## config.mk

```make
export PLATFORM = sky130hd
export DESIGN_NAME = detector
export DESIGN_NICKNAME = d
export VERILOG_FILES = /design/src/rtl/detector_pkg.sv /design/src/rtl/detector_sync_chain.sv /design/src/rtl/detector.sv
export SDC_FILE = /design/constraint.sdc
export NUM_CORES = 1
export LEC_CHECK = 0
export CAP_MARGIN = 20
export CORE_AREA = 2 2 39 41
export CTS_CLUSTER_SIZE = 25
export DETAILED_ROUTE_END_ITERATION = 10
export DIE_AREA = 0 0 41 43
export HOLD_SLACK_MARGIN = 0.02
export PLACE_DENSITY = 0.49
export SLEW_MARGIN = 20
export SYNTH_ARGS = -nofsm -noshare
export SYNTH_HDL_FRONTEND = slang
export SYNTH_SLANG_ARGS = --single-unit
export TNS_END_PERCENT = 10
```

## constraint.sdc

```tcl
create_clock -name i_clk -period 1.65 [get_ports i_clk]
set_clock_uncertainty 0.15 [all_clocks]
set_input_delay 0.33 -clock i_clk [delete_from_list [all_inputs] [get_ports i_clk]]
set_output_delay 0.33 -clock i_clk [all_outputs]
set_load 0.02 [all_outputs]
```

## src/rtl/detector_pkg.sv

```systemverilog
// Shared helpers for the level detector: counter sizing for the debounce stage.
package detector_pkg;

  // Width of a counter that must hold 0..debounce; at least one bit.
  function automatic int cnt_width(input int debounce);
    if (debounce < 1) return 1;
    return $clog2(debounce + 1);
  endfunction

endpackage

```

## src/rtl/detector_sync_chain.sv

```systemverilog
// N-flop synchroniser for an asynchronous single-bit level.
// Reset loads INIT into every stage so nothing ripples out on release.
module sync_chain #(
  parameter int   STAGES = 2,
  parameter logic INIT   = 1'b0
) (
  input  logic clk,
  input  logic rst_n,
  input  logic d,
  output logic q
);

  logic [STAGES-1:0] chain_reg;

  always_ff @(posedge clk or negedge rst_n) begin
    if (!rst_n) chain_reg <= {STAGES{INIT}};
    else        chain_reg <= {chain_reg[STAGES-2:0], d};
  end

  assign q = chain_reg[STAGES-1];

endmodule

```

## src/rtl/detector.sv

```systemverilog
// Synchronises and debounces an asynchronous level, then reports the stable
// level with registered one-cycle rising/falling/any-edge pulses.
module detector
  import detector_pkg::*;
#(
  parameter int   SYNC_STAGES = 2,
  parameter int   DEBOUNCE    = 4,
  parameter logic INIT        = 1'b0
) (
  input  logic i_clk,
  input  logic i_rst,
  input  logic i_in,
  output logic o_level,
  output logic o_posedge,
  output logic o_negedge,
  output logic o_edge
);

  logic s;
  logic level_reg, level_next;
  logic pos_reg, neg_reg, edge_reg;
  logic pos_next, neg_next;

  sync_chain #(
    .STAGES (SYNC_STAGES),
    .INIT   (INIT)
  ) u_sync (
    .clk   (i_clk),
    .rst_n (i_rst),
    .d     (i_in),
    .q     (s)
  );

  generate
    if (DEBOUNCE == 0) begin : g_bypass
      always_comb level_next = s;
    end else begin : g_debounce
      localparam int            CW   = cnt_width(DEBOUNCE);
      localparam logic [CW-1:0] LAST = CW'(DEBOUNCE - 1);

      logic [CW-1:0] cnt_reg, cnt_next;

      // Any cycle where s agrees with the level restarts the count.
      always_comb begin
        cnt_next   = '0;
        level_next = level_reg;
        if (s != level_reg) begin
          if (cnt_reg == LAST) level_next = s;
          else                 cnt_next   = cnt_reg + 1'b1;
        end
      end

      always_ff @(posedge i_clk or negedge i_rst) begin
        if (!i_rst) cnt_reg <= '0;
        else        cnt_reg <= cnt_next;
      end
    end
  endgenerate

  always_comb begin
    pos_next = level_next & ~level_reg;
    neg_next = ~level_next & level_reg;
  end

  always_ff @(posedge i_clk or negedge i_rst) begin
    if (!i_rst) begin
      level_reg <= INIT;
      pos_reg   <= 1'b0;
      neg_reg   <= 1'b0;
      edge_reg  <= 1'b0;
    end else begin
      level_reg <= level_next;
      pos_reg   <= pos_next;
      neg_reg   <= neg_next;
      edge_reg  <= pos_next | neg_next;
    end
  end

  assign o_level   = level_reg;
  assign o_posedge = pos_reg;
  assign o_negedge = neg_reg;
  assign o_edge    = edge_reg;

endmodule

```

==> results.yml <==
placed_design:
  io_buffers: 6
  postPlaceCellArea_um2: 430
  dpl.hpwl_um: 368
  dp_slack_ns: 0.0822
  gp_congestion: 0.686
grt:
  grt_pass1_vias: 219
  grt_antenna_before_repair: 0
  grt.total_usage_pct: 7.76
  grt_max_degree: 10
  gr-total-overflow: 0
  grt_pass1_wl_um: 883
layout:
  drive_gt1_share_pct: 27.3
  layout.nets: 39
  antennaDiodeCount: 0
  nFillCells: 140
  largest_reg_flops: 3
  synthToLayoutAreaGrowth_pct: 35.8
  multi_input_area_um2: 103
  layout_commonest_cell: "dfrtp_1"
  final_cell_mix: "dfrtp_1, clkbuf_4, dlygate4sd2_1"
  design_area_um2: 455
  area.sequential_um2: 225
logic_synthesis:
  ys_types: 9
  synth_area_leaders: "dfrtp_1, ha_1, mux2_2"
  yosys_warnings: 0
  synth_top_area_share_pct: 67.2
  synthCells: 21
  syn-num-nets: 26
  synth_seq_area_share_pct: 67.2
  ys_ff_latch: 9
  netlist_area_um2: 335
  yosysTopAreaCell: "dfrtp_1"
  avgSynthCellArea_um2: 16.0
timing:
  period_share_pct: 93.5
  fin_ws_ns: 0.107
  tightest_slew_ns: 0.398
  finalSetupViolations: 0
  slew_headroom_pct: 73.4
  hold_viol_final: 0
  layout_min_cycle_time_ns: 1.54
  rsz0062_at_grt: "false"
  max_freq_mhz: 648
  slew_viol_final: 0
  fin_setup_tns_ns: 0
clocking:
  cts.clk_slew.worst_paths_ns: 0.06
  cts_sinks: 9
  clockBufferDepth: 2
  cts-root-buf: "clkbuf_4"
  cts_buffers: 3
  post_cts_buffers: 0
  holdBufCountCts: 0
  h-tree-depth: 1
  cts_tree: "built"
  clk_latency_ns: 0.25
worst_setup_path:
  cp_num_buf_inv: 1
  endpoint_kind: "flop"
  path_class: "flop to flop"
  worst-endpoint-required_ns: 1.65
  crit_path_max_incr_delay_ns: 0.35
  cp_top_family: "adder cells"
  worst_path_most_repeated_cell: "ha_1"
  crit_chain: "ha_1 -> nor2b_4 -> mux2_2 -> ha_1 -> inv_1"
  crit_fanout: 2
  critical_path.slowest_cell: "dfrtp_1"
  cp-start-kind: "flop"
  crit_arrival_ns: 1.54
route:
  wl_per_cell_um: 9.53
  wl_um: 467
  vias_per_cell: 4.02
  drtIter0Drc: 6
  dr.pass1.iters: 4
  vias: 197
  drc_errors: 0
  ant_nets: 0
job:
  max_cap_viol_count: 0
floorplan:
  rows: 14
  chipWidth_um: 41
  core_area_um2: 1380
  dieArea_um2: 1760
  die_y_um: 43
  start_util_pct: 24.2
  io_pins: 7
hold_path:
  worstHoldPathType: "flop to flop"
power:
  power.density_nw_per_um2: 1620
  total_leakage_power_nw: 0.230
  peakVddDrop_mv: 0.446
  total_power_uw: 736
run_status:
  status: "completed"
==> repair_timing <==
item / 4_1_cts / 5_1_grt
endpoints found under the setup margin: 3 / 1
gates resized for setup: 3 / 1
pin swaps: 0 / 0
==> worst reg2reg max path: stages (launching register included) <==
cell	delay (ns)
dfrtp_1	0.35
ha_1	0.17
nor2b_4	0.14
mux2_2	0.33
ha_1	0.27
inv_1	0.03
==> logic make-up (layout without fill, tap and decap cells) <==
family	count (synthesis)	in the layout	synth area share [%]
adders and majority gates	2	2	7.46
xor gates and xnor gates	1	1	2.61
and+or+nand+nor	5	5	13.8
buffers and inverters	2	14	2.24
DFF	9	9	67.2
muxes	2	2	6.72
==> stage by stage <==
stage | hold slack (ns) | utilization (%) | instances
floorplan | -0.116 | - | 21
global placement | 0.197 | 31.1 | 45
detailed placement | 0.188 | 31.1 | 45
CTS | 0.210 | 32.7 | 49
global route | 0.218 | 32.9 | 49
finish | 0.208 | 32.9 | 49
==> per-layer routing <==
layer | vias up | global-route usage, % | wire (um)
met5 | - | 0 | 0
met4 | 0 | 6.00 | 0
met3 | 0 | 1.57 | 27
met2 | 5 | 11.3 | 250
met1 | 99 | 9.49 | 190
li1 | 93 | - | -
==> cells in the mapped netlist <==
master   instances
dfrtp_1          9
ha_1             2
inv_1            2
mux2_2           2
nor2b_4          1
nor3_1           1
nor3b_1          2
nor3b_2          1
xnor2_1          1
==> power breakdown <==
group | switching, mW | internal (mW)
clock | 0.0645 | 0.0924
combinational | 0.136 | 0.140
sequential | 0.0230 | 0.280
==> path summary, 6_finish.rpt <==
path                                                      start  depth (start not counted)  slack [ns]                              end
min in group asynchronous                                 i_rst                          1        0.22              o_posedge$_DFF_PN0_
worst min register to register    u_sync.chain_reg[0]$_DFF_PN0_                          0        0.21    u_sync.chain_reg[1]$_DFF_PN0_
worst max-delay path            g_debounce.cnt_reg[0]$_DFF_PN0_                          5        0.11                 o_edge$_DFF_PN0_
worst min-delay path              u_sync.chain_reg[0]$_DFF_PN0_                          0        0.21    u_sync.chain_reg[1]$_DFF_PN0_
worst max register to register  g_debounce.cnt_reg[0]$_DFF_PN0_                          5        0.11                 o_edge$_DFF_PN0_
max in group asynchronous                                 i_rst                          1        0.84  g_debounce.cnt_reg[0]$_DFF_PN0_
==> layout make-up <==
cell class	instances	area share, %
sequential	9	49.5
multi-input combinational	10	22.5
timing repair buffer	8	16.2
clock buffer	4	5.77
tap	16	4.40
inverter	2	1.65
Power figures use the tool's default switching activity.
